`src/rtl/rr_arb_hold.sv`:
```
// Round-robin arbiter with a registered one-hot grant.
// The grant is held until the downstream accepts the last beat.
`timescale 1ns/1ps
module rr_arb_hold #(
  parameter  int W     = 8,
  localparam int IDX_W = $clog2(W)
) (
  input  logic             clk,
  input  logic             arst_n,
  input  logic [W-1:0]     i_req,
  input  logic             i_ack,
  input  logic             i_last,
  output logic [W-1:0]     o_gnt,
  output logic             o_gnt_vld,
  output logic [IDX_W-1:0] o_gnt_idx
);

  typedef enum logic {
    IDLE  = 1'b0,
    GRANT = 1'b1
  } state_t;

  state_t         state;
  state_t         state_nxt;
  logic [W-1:0]   gnt;
  logic [W-1:0]   gnt_nxt;
  logic [W-1:0]   ptr;
  logic [W-1:0]   ptr_nxt;
  logic           done;

  function automatic logic [W-1:0] lowest(
    input logic [W-1:0] x
  );
    return x & (~x + W'(1));
  endfunction

  // bits strictly above the one-hot pointer
  function automatic logic [W-1:0] above_of(
    input logic [W-1:0] p
  );
    return ~(p | (p - W'(1)));
  endfunction

  // first requester after p, wrapping to the lowest
  function automatic logic [W-1:0] pick(
    input logic [W-1:0] r,
    input logic [W-1:0] p
  );
    logic [W-1:0] above;
    above = r & above_of(p);
    return (|above) ? lowest(above) : lowest(r);
  endfunction

  assign done = i_ack & i_last;

  // state, grant and priority pointer registers
  always_ff @(posedge clk or negedge arst_n) begin
    if (!arst_n) begin
      state <= IDLE;
      gnt   <= '0;
      ptr   <= {1'b1, {(W-1){1'b0}}};
    end else begin
      state <= state_nxt;
      gnt   <= gnt_nxt;
      ptr   <= ptr_nxt;
    end
  end

  // next grant: issue from idle, rotate only when a transaction ends
  always_comb begin
    state_nxt = state;
    gnt_nxt   = gnt;
    ptr_nxt   = ptr;
    unique case (state)
      IDLE: begin
        if (|i_req) begin
          state_nxt = GRANT;
          gnt_nxt   = pick(i_req, ptr);
        end
      end
      GRANT: begin
        if (done) begin
          ptr_nxt   = gnt;
          gnt_nxt   = pick(i_req & ~gnt, gnt);
          state_nxt = (|gnt_nxt) ? GRANT : IDLE;
        end
      end
    endcase
  end

  // outputs decoded from the registered grant
  always_comb begin
    o_gnt     = gnt;
    o_gnt_vld = |gnt;
    o_gnt_idx = '0;
    for (int i = 0; i < W; i++) begin
      if (gnt[i]) o_gnt_idx = o_gnt_idx | IDX_W'(i);
    end
  end

endmodule

```
`config.mk`:
```
export PLATFORM = sky130hd
export DESIGN_NAME = rr_arb_hold
export DESIGN_NICKNAME = d
export VERILOG_FILES = /design/src/rtl/rr_arb_hold.sv
export SDC_FILE = /design/constraint.sdc
export NUM_CORES = 1
export LEC_CHECK = 0
export CORE_MARGIN = 2
export CORE_UTILIZATION = 53
export CTS_CLUSTER_SIZE = 8
export DETAILED_ROUTE_END_ITERATION = 10
export GPL_TIMING_DRIVEN = 0
export PLACE_DENSITY = 0.8
export RECOVER_POWER = 50
export SYNTH_ARGS = -nofsm -noshare
export SYNTH_HDL_FRONTEND = slang
export SYNTH_SLANG_ARGS = --single-unit
```
`constraint.sdc`:
```
create_clock -name clk -period 2.6 [get_ports clk]
set_input_delay 0.52 -clock clk [delete_from_list [all_inputs] [get_ports clk]]
set_output_delay 0.52 -clock clk [all_outputs]
set_load 0.1 [all_outputs]
```
# Word-level counts from Yosys, hierarchy flattened
# Cells that the tools add are included.
[word_totals]
mem_bits_ro = 0
latchBits = 0
ram_bits = 0
word_cells = 52
reg_bits = 17
n_memories = 0
in_bits = 12
out_inout_bits = 12
[classes]
reduce_logical = 7
n_eq_ne = 2
muxes = 16
n_bitwise = 18
multipliers = 0
div_mod_pow = 0
order_cmp = 0
add_sub_neg = 6
shifts = 0
[op_table]
columns = ["operator", "count"]
rows = [
  ["$and A8 B8 Y8", 7],
  ["$not A8 Y8", 7],
  ["$reduce_or A8 Y1", 5],
  ["$add A8 B1 Y8 const B", 4],
  ["$mux W8", 4],
  ["$or A8 B8 Y8", 2],
  ["$pmux W8 S2", 1],
  ["$sub A8 B1 Y8 const B", 2],
  ["$mux W3", 4],
  ["$mux W1", 4],
  ["$mux W2", 2],
  ["$reduce_and A2 Y1", 2],
  ["$ne A2 B1 Y1 const B", 1],
  ["$ne A2 B2 Y1 const B", 1],
  ["$pmux W1 S2", 1],
  ["$and A1 B1 Y1", 1],
  ["$not A1 Y1", 1],
]

# Longest topological paths before layout
[depth]
ltp_word = 12
ltp_mapped = 7
ltp_nobuf = 6

# Worst setup path after synthesis
# Ideal clock, no wire load.
[synth_path]
path_kind = "register -> register"
from = "register gnt[1], in the netlist o_gnt[1]"
to = "register gnt[5], in the netlist o_gnt[5]"
stages_incl_launch_ff = 7
synth_period_minus_slack_ps = 2534
path_slack_ps = 66
required_time_ps = 2524
setup_time_ps = 76
n_path_buf = 0
arrival_time_ps = 2458
path_cell_list = "dfrtp_1 > nor2b_1 > or4_4 > o31a_1 > o41ai_2 > o31ai_1 > o21ai_1"
[synth_via]
elab_chain_len = 10
word_cells_on_any_way = 16
cone_classes = "3 x add/sub; 3 x mux; 9 x bitwise; 1 x reduce/logical"
[synth_lines]
columns = ["element", "line", "text"]
rows = [
  ["from (decl)", "25", "logic [W-1:0] gnt;"],
  ["from (signal assigned)", "64", "gnt <= gnt_nxt;"],
  ["$sub A8 B1 Y8", "41", "return ~(p | (p - W'(1)));"],
  ["$or A8 B8 Y8", "41", ""],
  ["$not A8 Y8", "41", ""],
  ["$and A8 B8 Y8", "50", "above = r & above_of(p);"],
  ["$not A8 Y8", "34", "return x & (~x + W'(1));"],
  ["$add A8 B1 Y8", "34", ""],
  ["$and A8 B8 Y8", "34", ""],
  ["$mux W8 *", "51", "return (|above) ? lowest(above) : lowest(r);"],
  ["$mux W8 *", "82", "if (done) begin"],
  ["$pmux W8 S2 *", "74", "unique case (state)"],
]
# Mark *: on every way between the ends. The rest lies on a longest branch, timed or not. The select of a mux whose other input is x is not followed.
# A chain may end at the register's enable or synchronous reset.

# Final worst setup path
[layout_path]
from = "register gnt[3], in the netlist o_gnt[3]"
to = "output o_gnt[3]"
[layout_lines]
columns = ["element", "line", "text"]
rows = [
  ["to (decl)", "13", "output logic [W-1:0] o_gnt,"],
]
# No word-level cell between the ends.

==> results by group <==
Status
  • Status: completed

Logic synthesis
  • Mapped Area: 1430 sq um
  • Post-Synthesis Cells: 190
  • Post-synthesis register bit count: 17
  • Synth Area in XOR/XNOR: 0
  • Synth unique cells: 46
  • Mux cell area share after synthesis: 0
  • Synthesized net count: 202
  • Ys flop type: dfrtp_1
  • Register area share after synthesis: 0.298
  • Cell with the most instances after synthesis: nand2_1
  • Synthesized area per cell: 7.53 sq um
  • Largest family of logic cells by synthesized area: simple AND/OR/NAND/NOR gates
  • YS warnings: 0
  • Synth Area in Simple Gates: 0.405
  • Synth area leaders: dfrtp_1, nand2_1, nand2b_1
  • Asr flop ratio synth: 1.00
  • Complex-gate fraction of the synthesized area: 0.273
  • Synth area leader: dfrtp_1
  • Post-synth EDFFs: 0
  • Most instantiated cells after synthesis: nand2_1, nor2_1, dfrtp_1
  • Synth top area share: 0.280
  • Adder-cell share of the synthesized area: 0

Die
  • Core Area: 2520 sq um
  • Die Y: about 56 um
  • Effective utilization at floorplan: 0.567
  • Die Width: 56.0 um
  • Row count: 18
  • Die ar.: around 3100 sq um
  • Ports: 24

Detailed routing
  • Post-DR wirelength/cell: 17.3 um
  • Starting DRC count in detailed routing: 118
  • DRC viols: 0
  • Total number of vias: 1633
  • Via density: about 6.6
  • Final wirelength: between 4 and 5 mm
  • First-pass DRT Iterations: 7
  • Post-detailed-route count of antenna-violating nets: 0

Setup path
  • Required time worst endpoint: approximately 2.1 ns
  • R2R Setup Slk: 0.33 ns
  • Startpoint types: flop
  • R2r worst-path depth: 7
  • WS Path Type: reg2out
  • Crit-path cells: clkdlybuf4s50_1
  • Worst-path fanout max: 8
  • R2R Path Start: o_gnt[1]$_DFFE_PN0P_
  • RR Endpoint: o_gnt[2]$_DFFE_PN0P_
  • Max stage delay on crit path: 1.21 ns
  • CP delay by family, top: buffers and inverters
  • CP bufs+invs: 1
  • Critical Path AT: 2.07 ns
  • Critical path capture point type: output pin
  • CP max stage cell: clkdlybuf4s50_1

Finish
  • Antenna Cells: 0
  • Area growth syn-to-layout: 21.8%
  • Post-Layout Cell Count: between 200 and 250
  • Fill cells: ~220
  • Fraction of layout cells with a size suffix above 1: 0.0737
  • Final nets: 230

Place
  • Routability Congestion: ~0.88
  • Post-Place Cells: 243
  • DP Wirelength: 3.18 mm
  • # port buffers: 23

STA
  • Worst Tran Pin Value: 0.978 ns
  • Final Hold Viols: 0
  • Period Utilization, post-route: 0.995
  • Final Setup Violations: 0
  • Setup TNS: 0 ns
  • Clk_skew: approximately 0.0015 ns
  • Max-slew violations: 0
  • Peak Freq: 387 MHz
  • Max transition margin: 0.346
  • Min cycle time layout: ~2.6 ns

GRT
  • Gr usage total: 0.288
  • Global-route wire length before repair: 7.28 mm
  • Initial antenna violation count: 0
  • Pin count of the biggest net entering global routing: 18
  • Vias in the first global route: 1614
  • GR Overflow Total: 0

Hold path
  • Hold Crit Class: reg2reg
  • Min-Delay Startpoint: ptr[7]$_DFFE_PN1P_
  • Hold Path Sink: ptr[7]$_DFFE_PN1P_
  • Worst hold stages: 2

CTS
  • H-Tree Depth: 1
  • CTS tree: built
  • Num CTS Buffers: 3
  • Post-cts hold buffer count: 0
  • Clock Latency Late Sink: 0.29 ns
  • Root Buffer: clkbuf_4
  • Clock slew at reported path FFs: about 0.1 ns
  • Clock buffer depth: 2
  • Clock Sinks: 17

Flow run
  • Max cap viols: 0
placed cells by master (no fill, tap or decap), types with 4 or more instances in the layout:
cell             netlist  routed
clkdlybuf4s50_1        0      14
nand2_1               34      34
a21oi_1                7       7
inv_1                  5       5
nor3_1                11      11
nand2b_1              14      14
nor2_1                19      19
dfrtp_1               16      16
o21ai_0               11      11
nor2b_1                8       8
o31ai_1                4       4
clkbuf_1               3       4
final cells by class:
cell class	count	area, sq um	area share
Buffer	4	16.3	0.00933
Clock buffer	4	26.3	0.0151
Inverter	5	18.8	0.0108
Multi-Input combinational cell	164	988	0.567
Sequential cell	17	427	0.245
Tap cell	30	37.5	0.0215
Timing Repair Buffer	23	229	0.131
routing by layer:
| layer | global-route usage | routed length (um) | share of wire |
|---|---|---|---|
| met1 | 0.376 | 1810 | 0.42 |
| met2 | 0.487 | 2000 | 0.47 |
| met3 | 0.0279 | 320 | 0.075 |
| met4 | 0.119 | 140 | 0.033 |
| met5 | 0 | 0 | 0 |
state kept, by name, summed over array words and instances (netlist names):
register and cells:
o_gnt 8, ptr 8, state 1
worst max-delay path by stage:
stage	startpoint	to	slack, ns	cells past startpoint
3_5_place_dp	o_gnt[2]$_DFFE_PN0P_	o_gnt_vld	-0.29	4
2_1_floorplan	o_gnt[1]$_DFFE_PN0P_	o_gnt[5]$_DFFE_PN0P_	0.07	6
4_1_cts	o_gnt[2]$_DFFE_PN0P_	o_gnt_vld	-0.23	4
3_3_place_gp	o_gnt[2]$_DFFE_PN0P_	o_gnt_vld	-0.31	4
6_report	o_gnt[3]$_DFFE_PN0P_	o_gnt[3]	0.01	1
5_1_grt	o_gnt[3]$_DFFE_PN0P_	o_gnt[3]	-0.003	1
logic make-up after synthesis:
kind of cell	count (synthesis)
AOI/OAI and AO/OA	55
buffers and inverters	9
DFF	17
and+or+nand+nor	109
what timing repair did:
action	CTS	global route
setup buffers	0	0
gates resized for setup	4	9
endpoints found under the setup margin	4	9
gates cloned	0	0
metrics by stage:
stage | hold slack [ns] | instance area (sq um) | utilization | setup WS, ns
2_1_floorplan | 0.224 | 1430 | - | 0.0655
3_3_place_gp | 0.470 | 1700 | 0.674 | -0.305
3_5_place_dp | 0.473 | 1700 | 0.674 | -0.287
4_1_cts | 0.487 | 1720 | 0.682 | -0.234
5_1_grt | 0.516 | 1740 | 0.691 | -0.00325
6_report | 0.494 | 1740 | 0.691 | 0.0133
Power is not shown: default switching activity piles up to over one toggle a cycle in this logic, so the estimate is an artifact.
